==> config.mk <==
export PLATFORM = sky130hd
export DESIGN_NAME = jt900h_idxaddr
export DESIGN_NICKNAME = d
export VERILOG_FILES = /design/src/rtl/jt900h_idxaddr.sv
export SDC_FILE = /design/constraint.sdc
export NUM_CORES = 1
export LEC_CHECK = 0
export CELL_PAD_IN_SITES_DETAIL_PLACEMENT = 1
export CELL_PAD_IN_SITES_GLOBAL_PLACEMENT = 2
export CORE_AREA = 2 2 137 139
export DETAILED_ROUTE_END_ITERATION = 10
export DIE_AREA = 0 0 139 141
export MAX_ROUTING_LAYER = met4
export PLACE_DENSITY = 0.8
export SYNTH_ARGS = -nofsm -noshare
export SYNTH_HDL_FRONTEND = slang
export SYNTH_SLANG_ARGS = --single-unit
==> constraint.sdc <==
create_clock -name clk -period 5.4 [get_ports clk]
set_input_delay 1.35 -clock clk [delete_from_list [all_inputs] [get_ports clk]]
set_output_delay 1.35 -clock clk [all_outputs]
set_load 0.01 [all_outputs]
==> src/rtl/jt900h_idxaddr.sv <==
// TLCS-900H memory addressing-mode decoder: fetches operand bytes and a base register to form a 24-bit ea.
// Latency: ea_ok N+2 cen cycles after start for register modes, N+1 for immediate modes (N = bytes fetched).
// Backpressure: waits in FETCH until fetch_ok; cen=0 freezes all state. JT900H_IDXADDR_REGIDX_EN adds (r+r8)/(r+r16).
module jt900h_idxaddr (
    input  logic        clk,
    input  logic        rst_n,
    input  logic        cen,
    input  logic        start,
    input  logic [7:0]  md,
    input  logic [7:0]  fetch_data,
    input  logic        fetch_ok,
    output logic        fetch_req,
    output logic        idx_en,
    output logic [7:0]  idx_rdreg_sel,
    output logic [7:0]  idx_rdreg_aux,
    input  logic [31:0] idx_rdreg,
    output logic [1:0]  reg_step,
    output logic        reg_inc,
    output logic        reg_dec,
    output logic [23:0] ea,
    output logic        ea_ok,
    output logic        err,
    output logic        busy
);
    localparam logic [2:0] S_IDLE  = 3'd0;
    localparam logic [2:0] S_FETCH = 3'd1;
    localparam logic [2:0] S_REG   = 3'd2;
`ifdef JT900H_IDXADDR_REGIDX_EN
    localparam logic [2:0] S_IDX   = 3'd3;
`endif
    localparam logic [2:0] S_DONE  = 3'd4;
    localparam logic [2:0] S_ERR   = 3'd5;

    localparam logic [3:0] M_R     = 4'd0;
    localparam logic [3:0] M_D8    = 4'd1;
    localparam logic [3:0] M_D16   = 4'd2;
    localparam logic [3:0] M_IMM   = 4'd3;
    localparam logic [3:0] M_DEC   = 4'd4;
    localparam logic [3:0] M_INC   = 4'd5;
    localparam logic [3:0] M_EXT   = 4'd6;
`ifdef JT900H_IDXADDR_REGIDX_EN
    localparam logic [3:0] M_IDX8  = 4'd7;
    localparam logic [3:0] M_IDX16 = 4'd8;
`endif

    logic [2:0]  state;
    logic [3:0]  mode;
    logic        rb_phase;
    logic [1:0]  need;
    logic [1:0]  cnt;
    logic [23:0] dbuf;
    logic [23:0] dbuf_nxt;
    logic [7:0]  base;
    logic [1:0]  step;
    logic [23:0] step_amt;
    logic [23:0] reg_ea;
    logic        unused_bits;

    assign unused_bits = ^{idx_rdreg[31:24], md[5:4]};
    assign step_amt    = 24'd1 << step;

    always_comb begin
        dbuf_nxt = dbuf;
        case (cnt)
            2'd0:    dbuf_nxt[7:0]   = fetch_data;
            2'd1:    dbuf_nxt[15:8]  = fetch_data;
            default: dbuf_nxt[23:16] = fetch_data;
        endcase
    end

    always_comb begin
        reg_ea = idx_rdreg[23:0];
        case (mode)
            M_D8:    reg_ea = idx_rdreg[23:0] + {{16{dbuf[7]}}, dbuf[7:0]};
            M_D16:   reg_ea = idx_rdreg[23:0] + {{8{dbuf[15]}}, dbuf[15:0]};
            M_DEC:   reg_ea = idx_rdreg[23:0] - step_amt;
            default: ;
        endcase
    end

    assign busy      = state != S_IDLE;
    assign fetch_req = state == S_FETCH;
    assign ea_ok     = state == S_DONE;
    assign err       = state == S_ERR;
    assign reg_dec   = (state == S_REG) && (mode == M_DEC);
    assign reg_inc   = (state == S_REG) && (mode == M_INC);
    assign reg_step  = (reg_dec || reg_inc) ? step : 2'd0;

`ifdef JT900H_IDXADDR_REGIDX_EN
    assign idx_en        = (state == S_REG) || (state == S_IDX);
    assign idx_rdreg_sel = (state == S_REG) ? base : (state == S_IDX) ? dbuf[7:0] : 8'd0;
    assign idx_rdreg_aux = (state == S_IDX) ? dbuf[7:0] : 8'd0;
`else
    assign idx_en        = state == S_REG;
    assign idx_rdreg_sel = (state == S_REG) ? base : 8'd0;
    assign idx_rdreg_aux = 8'd0;
`endif

    always_ff @(posedge clk or negedge rst_n) begin
        if (!rst_n) begin
            state    <= S_IDLE;
            mode     <= M_R;
            rb_phase <= 1'b0;
            need     <= 2'd0;
            cnt      <= 2'd0;
            dbuf     <= 24'd0;
            base     <= 8'd0;
            step     <= 2'd0;
            ea       <= 24'd0;
        end else if (cen) begin
            case (state)
                S_IDLE: if (start) begin
                    cnt      <= 2'd0;
                    dbuf     <= 24'd0;
                    rb_phase <= 1'b0;
                    need     <= 2'd1;
                    step     <= 2'd0;
                    base     <= {3'b111, md[2:0], 2'b00};
                    if (!md[7]) begin
                        state <= S_ERR;
                    end else if (!md[6]) begin
                        mode  <= md[3] ? M_D8 : M_R;
                        state <= md[3] ? S_FETCH : S_REG;
                    end else begin
                        case (md[2:0])
                            3'd0, 3'd1, 3'd2: begin
                                mode  <= M_IMM;
                                need  <= md[1:0] + 2'd1;
                                state <= S_FETCH;
                            end
                            3'd3, 3'd4, 3'd5: begin
                                mode     <= (md[2:0] == 3'd3) ? M_EXT :
                                            (md[2:0] == 3'd4) ? M_DEC : M_INC;
                                rb_phase <= 1'b1;
                                state    <= S_FETCH;
                            end
                            default: state <= S_ERR;
                        endcase
                    end
                end
                S_FETCH: if (fetch_ok) begin
                    if (rb_phase) begin
                        // register byte: selects the base and refines the mode
                        rb_phase <= 1'b0;
                        base     <= {fetch_data[7:2], 2'b00};
                        if (mode == M_EXT) begin
                            case (fetch_data[1:0])
                                2'b00: begin
                                    mode  <= M_R;
                                    state <= S_REG;
                                end
                                2'b01: begin
                                    mode <= M_D16;
                                    need <= 2'd2;
                                end
`ifdef JT900H_IDXADDR_REGIDX_EN
                                default: mode <= fetch_data[0] ? M_IDX16 : M_IDX8;
`else
                                default: state <= S_ERR;
`endif
                            endcase
                        end else if (fetch_data[1:0] == 2'b11) begin
                            state <= S_ERR;
                        end else begin
                            step  <= fetch_data[1:0];
                            state <= S_REG;
                        end
                    end else begin
                        dbuf <= dbuf_nxt;
                        cnt  <= cnt + 2'd1;
                        if (cnt + 2'd1 == need) begin
                            if (mode == M_IMM) begin
                                ea    <= dbuf_nxt;
                                state <= S_DONE;
                            end else begin
                                state <= S_REG;
                            end
                        end
                    end
                end
                S_REG: begin
                    ea <= reg_ea;
`ifdef JT900H_IDXADDR_REGIDX_EN
                    state <= (mode == M_IDX8 || mode == M_IDX16) ? S_IDX : S_DONE;
`else
                    state <= S_DONE;
`endif
                end
`ifdef JT900H_IDXADDR_REGIDX_EN
                S_IDX: begin
                    ea <= ea + ((mode == M_IDX16) ? {{8{idx_rdreg[15]}}, idx_rdreg[15:0]}
                                                  : {{16{idx_rdreg[7]}}, idx_rdreg[7:0]});
                    state <= S_DONE;
                end
`endif
                S_DONE:  state <= S_IDLE;
                S_ERR:   state <= S_IDLE;
                default: state <= S_IDLE;
            endcase
        end
    end
endmodule

## Yosys cells after proc, flatten, opt, wreduce, memory -nomap -nowiden

Index checks and enable logic that the tools add are counted.

- Add/subtract/negate cells: 5
- Eq/ne operators: 34
- Shifts and indexed selects: 1
- Muxes and demuxes: 68
- Reduce and logical (&&, ||, !) cells: 22

Operators by type and width:

| operator | count |
|---|---|
| 2-to-1 mux 24 bit | 7 |
| case mux 24 bit (2 select lines) | 2 |
| case mux 24 bit (3 select lines) | 1 |
| 2-to-1 mux 8 bit | 7 |
| adder 24 bit | 2 |
| 2-to-1 mux 2 bit | 18 |
| 2-to-1 mux 3 bit | 10 |
| 2-to-1 mux 4 bit | 6 |
| case mux 4 bit (2 select lines) | 3 |
| << shifter 1 x 2 -> 24 bit, first input constant | 1 |
| subtractor 24 bit | 1 |
| case mux 8 bit (2 select lines) | 1 |
| AND reduction 5 bit | 3 |
| AND reduction 7 bit | 2 |
| == test 3 bit, second input constant | 4 |
| == test 4 x 3 -> 1 bit, second input constant | 3 |
| inequality test 2 bit, second input constant | 6 |
| case mux 2 bit (2 select lines) | 3 |
| inequality test 2 x 1 -> 1 bit, second input constant | 5 |
| == test 3 x 2 -> 1 bit, second input constant | 3 |
| case mux 3 bit (3 select lines) | 1 |
| AND reduction 9 bit | 1 |
| == test 4 x 2 -> 1 bit, second input constant | 2 |
| 2-to-1 mux 1 bit | 7 |
| other kinds (22) | 31 |

- Register bits: 70
- Input bits: 53
- Output and inout port bits: 49

## Logic depth before layout (Yosys ltp)

Gate-level depths: netlist of run 1.

- Word-level depth: 8
- Gate-level depth with buffers: 17
- Gate-level depth less buffers: 17

## Worst setup path before layout of run 1

No wires, ideal clock.

- Kind: reg2reg
- Start point: reg dbuf[7]
- End point: reg ea[23]
- Data arrival time: 3.698 ns
- Required time: 5.276 ns
- Setup slack: 1.578 ns
- Cell stages (with the launch flop): 15
- Path buffers: 0
- Clock period less this slack: 3.822 ns
- Path through: dfrtp_1 -> or4_4 -> or4_4 -> or3_1 -> o21a_1 -> a21oi_1 -> ha_1 -> a21o_1 -> a2111oi_0 -> or4_1 -> nand3b_1 -> mux2_2 -> o211ai_2 -> xnor2_1 -> o21ai_1

- Cells in the longest elaborated chain, start to end: 3
- Elaborated cells on any way between the ends: 4
- Classes of those cells: add/sub: 2; mux: 2

Ends and longest elaborated chain:

| what | line | text |
|---|---|---|
| start: declaration | 51 | `logic [23:0] dbuf;` |
| start signal: assignment | 169 | `dbuf <= dbuf_nxt;` |
| adder 24 bit, on equally long branches | 75, 74 |  |
| case mux 24 bit (3 select lines) * | 73 | `case (mode)` |
| case mux 24 bit (2 select lines) * | 111 | `case (state)` |
| end signal: assignment | 173 | `ea <= dbuf_nxt;` |
| end signal: assignment | 182 | `ea <= reg_ea;` |
| end: declaration | 20 | `output logic [23:0] ea,` |

Mark *: on every way between the ends. The rest lies on a longest branch, timed or not.
A chain may end at the register's enable or synchronous reset.

## Final worst setup path of run 1

Ends and elaborated chain as after synthesis.

==> impl_metrics.toml, run 1 <==
[status]
outcome = "finished, final reports clean"

[sta]
hold_viol = 0
skew_ns = 0.00518
fin_tns_setup_ns = 0
setup_viol = 0
fmax_mhz = 218
rsz0062_at_grt = "false"
layout_setup_ws_ns = 0.817
post-route-period-util = 0.849
slew_violations = 0
hold_slack_ns = 0.469
min_period_ns = 4.58
slew_headroom = 0.301
worstMarginPinSlew_ns = 1.05

[cells_and_area]
antenna_cells = 0
drive_above_1_share = 0.0526
syn_to_final_growth_pct = 25.2
fin_nets = 841
post-route-util = 0.380

[global_routing]
gr-usage-all-layers = 0.207
antenna_found_initial = 0
grt_pass1_wl_um = 31500
grt_pass1_vias = 5689
grt_max_degree = 36
grt-ovfl-total = 0

[setup_path]
critPathTopFamily = "compound AO/OA/AOI/OAI gates"
crit_fanout = 8
critPathLaunchType = "flop"
path_cells = "or4_4 > or4_4 > or3_1 > o21a_1 > a21oi_1 > ha_1 > a21o_1 > a2111oi_0 > or4_1 > a211oi_1 > a32oi_1 > o211ai_2 > xnor2_1 > o21ai_1"
cp_data_required_time_ns = 5.62
crit_slowest_cell = "or4_4"
crit_path_end_kind = "flop"
cp_num_buf_inv = 0
critical_path_class = "flop to flop"
crit_arrival_ns = 4.80
crit_top_cell = "or4_4"
critPathMaxStageDelay_ns = 0.60

[clock_network]
clk_latency_ns = 0.34
holdBufCountCts = 0
cts_sinks = 67
cts_setup_buffers = 0
cts-root-buf = "clkbuf_16"
tritoncts = "built"
clk_pin_slew_worst_paths_ns = 0.06
cts.path.max_buffers = 2
h-tree-depth = 3
numCtsBuffers = 9
post_cts_resized = 0

[worst_hold_path]
holdCritPathClass = "flop to flop"

[route]
vias = 5379
via_per_inst = 5.41
drt-total-wl_um = 19500
antenna_left = 0
drt_iter0_drc = 237
drc_errors = 0
wl_per_cell_um = 19.6
drt_first_pass_iters = 4

[synth]
async_flop_share = 1.00
syn_area_per_cell_um2 = 8.02
synth_top_cells_by_area = "dfrtp_1 (30%), ha_1 (7.2%), nand2_1 (6.0%)"
synth-seq-cells = 67
synthCells = 691
ys_seq_area_frac = 0.303
synth_top_cell_area_share = 0.303
yosysMostFrequentCell = "nand2_1"
synth_edf_count = 0
ys_types = 66
yosys.area.top_type = "dfrtp_1"
ys.warnings.count = 0
syn-cell-area_um2 = 5540
synth_commonest_cells = "nand2_1 (88), dfrtp_1 (67), a21oi_1 (65), nor2_1 (59), o21ai_1 (33)"
synth_top_flop_cell = "dfrtp_1"

[place]
dp_slack_ns = 0.827
dp_hpwl_um = 14900
numPortBuffers = 81
gp_congestion = 0.952

[run]
maxCapViolCount = 0

[die]
die_w_um = 139
die_area_um2 = 19600
core_area_um2 = 18300
pin_count = 102
start_util = 0.303
die_h_um = 141
rows = 50
## worst min-delay path: cells and delay by family (launching register included)
kind | cells | cell delay, ns
and+or+nand+nor | 2 | 0.10
DFF | 1 | 0.34
## metrics by stage
stage | area [µm²] | cells
6_report | 6930 | 994
5_1_grt | 6930 | 994
4_1_cts | 6930 | 994
3_5_place_dp | 6520 | 978
3_3_place_gp | 6520 | 978
2_1_floorplan | 5570 | 700
## kinds of logic (layout without fill, tap and decap cells)
family                   after synthesis  after routing  share of synthesized area
flip-flops                            67             67                      0.303
AND/OR/NAND/NOR                      241            241                      0.207
adder cells (fa/ha/maj)               34             34                     0.0777
buffers and inverters                 62            122                     0.0504
multiplexers                          30             30                     0.0551
XOR/XNOR                              28             28                     0.0443
AO/OA/AOI/OAI                        228            228                      0.262
other                                  1             10                   0.000677
## state kept, by name, indices dropped and copies added (netlist names)
| name | flops |
|---|---|
| base | 6 |
| cnt | 2 |
| dbuf | 24 |
| ea | 24 |
| mode | 3 |
| need | 2 |
| rb_phase | 1 |
| state | 3 |
| step | 2 |
## layout by cell type, fill, tap and decap left out, drive strengths merged, types with 13 or more instances in the layout
cell           synthesis  routed
inv                   20      20
nor3                  13      13
a22o                  19      19
mux2i                 26      26
nand2b                16      16
clkdlybuf4s50          0      80
nand3                 13      13
nand2                 89      89
nor2                  59      59
a21oi                 65      65
dfrtp                 67      67
o21ai                 64      64
xor2                  13      13
xnor2                 15      15
ha                    32      32
## area by class of cell
cell class | instances | area [µm²]
fill | 2176 | 11300
multi-input combinational | 571 | 3630
sequential | 67 | 1680
timing repair buffer | 86 | 843
tap | 234 | 293
clock buffer | 9 | 225
clock inverter | 7 | 188
inverter | 20 | 75.1
## final timing paths
| path | end | depth (start not counted) | from | slack [ns] |
|---|---|---|---|---|
| min in group asynchronous | base[7] | 1 | rst_n | 1.10 |
| max | ea[23] | 14 | dbuf[7] | 0.82 |
| max reg2reg | ea[23] | 14 | dbuf[7] | 0.82 |
| min | base[6] | 2 | base[6] | 0.47 |
| min reg2reg | base[6] | 2 | base[6] | 0.47 |
| max in group asynchronous | ea[15] | 2 | rst_n | 3.32 |
## metal layers
| metal | global-route usage | vias up | wire [µm] |
|---|---|---|---|
| met1 | 0.272 | 2640 | 9230 |
| li1 | - | 2607 | - |
| met2 | 0.336 | 103 | 9160 |
| met4 | 0.0548 | 0 | 352 |
| met5 | - | - | 0 |
| met3 | 0.0299 | 29 | 728 |
Power of run 1 is left out: the tool's default activity adds up to more than one toggle a clock period on the data nets, which glitch-free logic cannot reach.
==> run 2: changes to the inputs <==
- clock period: 5.4 -> 4.23 ns (I/O delays scaled with it)
==> impl_metrics.toml, run 2 (same netlist as run 1, synthesis figures left out) <==
[status]
outcome = "finished, final reports clean"

[clock_network]
clk_latency_ns = 0.34
tritoncts = "built"
cts_sinks = 67
clk_pin_slew_worst_paths_ns = 0.05
numCtsBuffers = 9
holdBufCountCts = 0
h-tree-depth = 3
cts.path.max_buffers = 2
cts-root-buf = "clkbuf_16"

[route]
drt-total-wl_um = 20100
antenna_left = 0
wl_per_cell_um = 19.6
via_per_inst = 5.46
drt_iter0_drc = 237
vias = 5608
drc_errors = 0
drt_first_pass_iters = 4

[cells_and_area]
regArea_um2 = 1680
antenna_cells = 0
post-route-util = 0.395
fin_nets = 875
drive_above_1_share = 0.118
multi_input_area_um2 = 3740
final_cell_mix = "nand2_1 (88), clkdlybuf4s50_1 (80), dfrtp_1 (66)"
syn_to_final_growth_pct = 30.3
reg.largest.list = "dbuf: 24 flops, ea: 24 flops, base: 6 flops"
fillers = 2191
final_common_cell = "nand2_1"
final_area_um2 = 7220
layout.cells.non_filler = 1028

[place]
dp_hpwl_um = 15400
gp_congestion = 0.894
dp_cells = 1010
numPortBuffers = 81
placed_cell_area_um2 = 6760

[setup_path]
cp_data_required_time_ns = 4.44
critPathLaunchType = "flop"
crit_arrival_ns = 4.34
crit_fanout = 6
crit_path_end_kind = "flop"
critical_path_class = "flop to flop"

[global_routing]
gr-usage-all-layers = 0.212
grt-ovfl-total = 0
antenna_found_initial = 0
grt_max_degree = 49
grt_pass1_wl_um = 32200
grt_pass1_vias = 5917

[sta]
fmax_mhz = 242
skew_ns = 0.00671
worstMarginPinSlew_ns = 1.09
slew_headroom = 0.272
setup_viol = 0
slew_violations = 0
min_period_ns = 4.12
hold_viol = 0
post-route-period-util = 0.975

[die]
die_h_um = 141
start_util = 0.303
rows = 50
pin_count = 102
die_w_um = 139
die_area_um2 = 19600
core_area_um2 = 18300

[run]
maxCapViolCount = 0

[worst_hold_path]
holdCritPathClass = "flop to flop"
[run 2: changes by cell type in the layout (fill, tap and decap cells not counted), sizes merged]
cell and delta:
buf +34, clkbuf +2, clkinvlp -1, bufinv -4
clkinv +3
[run 2: final timing paths]
| kind | from | end | slack, ns | cells after the start |
|---|---|---|---|---|
| min | base[6] | base[6] | 0.46 | 2 |
| max reg2reg | dbuf[7] | ea[20] | 0.11 | 14 |
| max | dbuf[7] | ea[20] | 0.11 | 14 |
| min reg2reg | base[6] | base[6] | 0.46 | 2 |
| min in group asynchronous | rst_n | ea[1] | 0.89 | 1 |
| max in group asynchronous | rst_n | dbuf[0] | 2.51 | 2 |
[run 2: cell type report]
| type | instances | area share |
|---|---|---|
| repair buffers | 120 | 0.152 |
| clock inverters | 5 | 0.0104 |
| multi-input cells | 571 | 0.519 |
| well taps | 234 | 0.0406 |
| flip-flops and latches | 67 | 0.233 |
| clock buffers | 11 | 0.0350 |
| inverters | 20 | 0.0104 |
[run 2: repair_timing]
item | 4_1_cts | 5_1_grt
pin swaps | 2 | 6
gates resized for setup | 3 | 20
endpoints found under the setup margin | 1 | 8
buffers inserted | 0 | 2
[run 2: worst max-delay path, cell delays in order (launching register included)]
cell and delay (ns):
dfrtp_1 0.38, or4_4 0.58, or4_4 0.43, or3_1 0.37, xor2_1 0.16, a21oi_1 0.24
ha_1 0.37, a21oi_2 0.21, nand2_1 0.11, a41oi_1 0.22, o31ai_2 0.14, a221oi_2 0.28
buf_4 0.16, mux2i_2 0.26, nand2_1 0.08
[run 2: per-layer routing]
layer	track usage	routed length [µm]
met3	0.0282	886
met4	0.0526	359
met5	-	0
met2	0.353	9750
met1	0.276	9130
[run 2: stage by stage]
step	hold WS (ns)	worst slack (ns)	TNS, ns
6_report	0.462	0.106	0
5_1_grt	0.492	-0.0168	-0.0329
4_1_cts	0.469	0.00620	0
3_5_place_dp	0.456	-0.0413	-0.0494
3_3_place_gp	0.458	-0.0266	-0.0266
2_1_floorplan	0.430	0.408	0
Power of run 2 is left out for the same reason.
==> run 3: changes to the inputs <==
- MAX_ROUTING_LAYER: met4 -> not set
==> impl_metrics.toml, run 3 (same netlist as run 1, synthesis figures left out) <==
[status]
outcome = "finished, final reports clean"

[route]
vias = 5614
wl_per_cell_um = 19.8
via_per_inst = 5.49
antenna_left = 0
drc_errors = 0
drt_iter0_drc = 245
drt-total-wl_um = 20300
drt_first_pass_iters = 5

[worst_hold_path]
hp-start = "base[6]"
whs_path_depth = 2
holdCritPathClass = "flop to flop"
holdPathEnd = "base[6]"

[place]
numPortBuffers = 81
dp_slack_ns = 0.0133
dp_hpwl_um = 15300
gp_congestion = 0.896

[setup_path]
critPathLaunchType = "flop"
reg2reg_from = "dbuf[3]"
critical_path_class = "flop to flop"
crit_arrival_ns = 4.32
crit_start = "dbuf[3]"
regToRegEndpoint = "ea[23]"
path_cells = "or4_4 > or4_4 > ha_1 > o31ai_2 > nand2_2 > a31oi_2 > ha_1 > and3_1 > a2111oi_2 > or4_4 > a211oi_1 > a32oi_1 > o211ai_2 > xnor2_1 > o21ai_1"
rr_worst_depth = 15
cp_data_required_time_ns = 4.45
crit_top_cell = "or4_4"
crit_path_end_kind = "flop"
critPathMaxStageDelay_ns = 0.55
crit_slowest_cell = "or4_4"
crit_fanout = 9
rrSetupSlack_ns = 0.13

[sta]
setup_viol = 0
worstMarginPinSlew_ns = 1.14
min_period_ns = 4.10
hold_slack_ns = 0.466
skew_ns = 0.00625
post-route-period-util = 0.969
rsz0062_at_grt = "true"
fmax_mhz = 244
slew_headroom = 0.238
fin_tns_setup_ns = 0
layout_setup_ws_ns = 0.129
hold_viol = 0
slew_violations = 0

[run]
maxCapViolCount = 0

[die]
die_w_um = 139
start_util = 0.303
pin_count = 102
die_area_um2 = 19600
rows = 50
core_area_um2 = 18300
die_h_um = 141

[cells_and_area]
post-route-util = 0.392
fillers = 2162
reg.largest.list = "dbuf: 24 flops, ea: 24 flops, base: 6 flops"
final_common_cell = "nand2_1"
multi_input_area_um2 = 3710
antenna_cells = 0
drive_above_1_share = 0.105
regArea_um2 = 1680
fin_nets = 870
final_cell_mix = "nand2_1 (88), clkdlybuf4s50_1 (80), dfrtp_1 (66)"
syn_to_final_growth_pct = 29.2

[clock_network]
clk_latency_ns = 0.34
cts-root-buf = "clkbuf_16"
numCtsBuffers = 9
tritoncts = "built"
h-tree-depth = 3
clk_pin_slew_worst_paths_ns = 0.06
cts_sinks = 67
cts.path.max_buffers = 2

[global_routing]
grt_pass1_vias = 5963
grt-ovfl-total = 0
grt_pass1_wl_um = 32300
gr-usage-all-layers = 0.206
grt_max_degree = 49
antenna_found_initial = 0
-- run 3: final cells by class --
| cell class | instances | area share |
|---|---|---|
| Sequential cell | 67 | 0.234 |
| Clock inverter | 7 | 0.0163 |
| Clock buffer | 9 | 0.0315 |
| Multi-Input combinational cell | 571 | 0.518 |
| Inverter | 20 | 0.0105 |
| Tap cell | 234 | 0.0409 |
| Timing Repair Buffer | 115 | 0.148 |
-- run 3: per-layer routing --
| layer | GRT usage | vias up | part of all wire |
|---|---|---|---|
| li1 | - | 2675 | - |
| met1 | 0.273 | 2786 | 0.46 |
| met2 | 0.359 | 126 | 0.48 |
| met3 | 0.0238 | 27 | 0.037 |
| met4 | 0.0521 | 0 | 0.019 |
| met5 | 0 | - | 0 |
-- run 3: critical path: cells and delay by family (launching register included) --
kind / cells / cell delay [ns]
fa+ha+maj: 2 / 0.53
flops: 1 / 0.43
compound gates: 7 / 1.25
simple gates: 5 / 1.58
xor+xnor: 1 / 0.18
-- run 3: worst max-delay path by stage --
stage | to | cells after the start | slack (ns)
detailed placement | ea[23] | 14 | 0.01
finish | ea[23] | 15 | 0.13
global placement | ea[22] | 13 | 0.002
global route | ea[23] | 14 | -0.08
CTS | ea[23] | 14 | 0.005
floorplan | ea[23] | 14 | 0.41
-- run 3: timing repair --
item / 4_1_cts / 5_1_grt
endpoints found under the setup margin: 1 / 9
setup buffers: 0 / 1
hold endpoints to repair: 0 / 0
hold buffers: 0 / 0
gates resized for setup: 2 / 14
pin swaps: 2 / 5
-- run 3: through the flow --
stage | cell area [µm²] | cells
2_1_floorplan | 5570 | 700
3_3_place_gp | 6730 | 1006
3_5_place_dp | 6730 | 1006
4_1_cts | 7080 | 1022
5_1_grt | 7160 | 1023
6_report | 7160 | 1023
Power of run 3 is left out for the same reason.
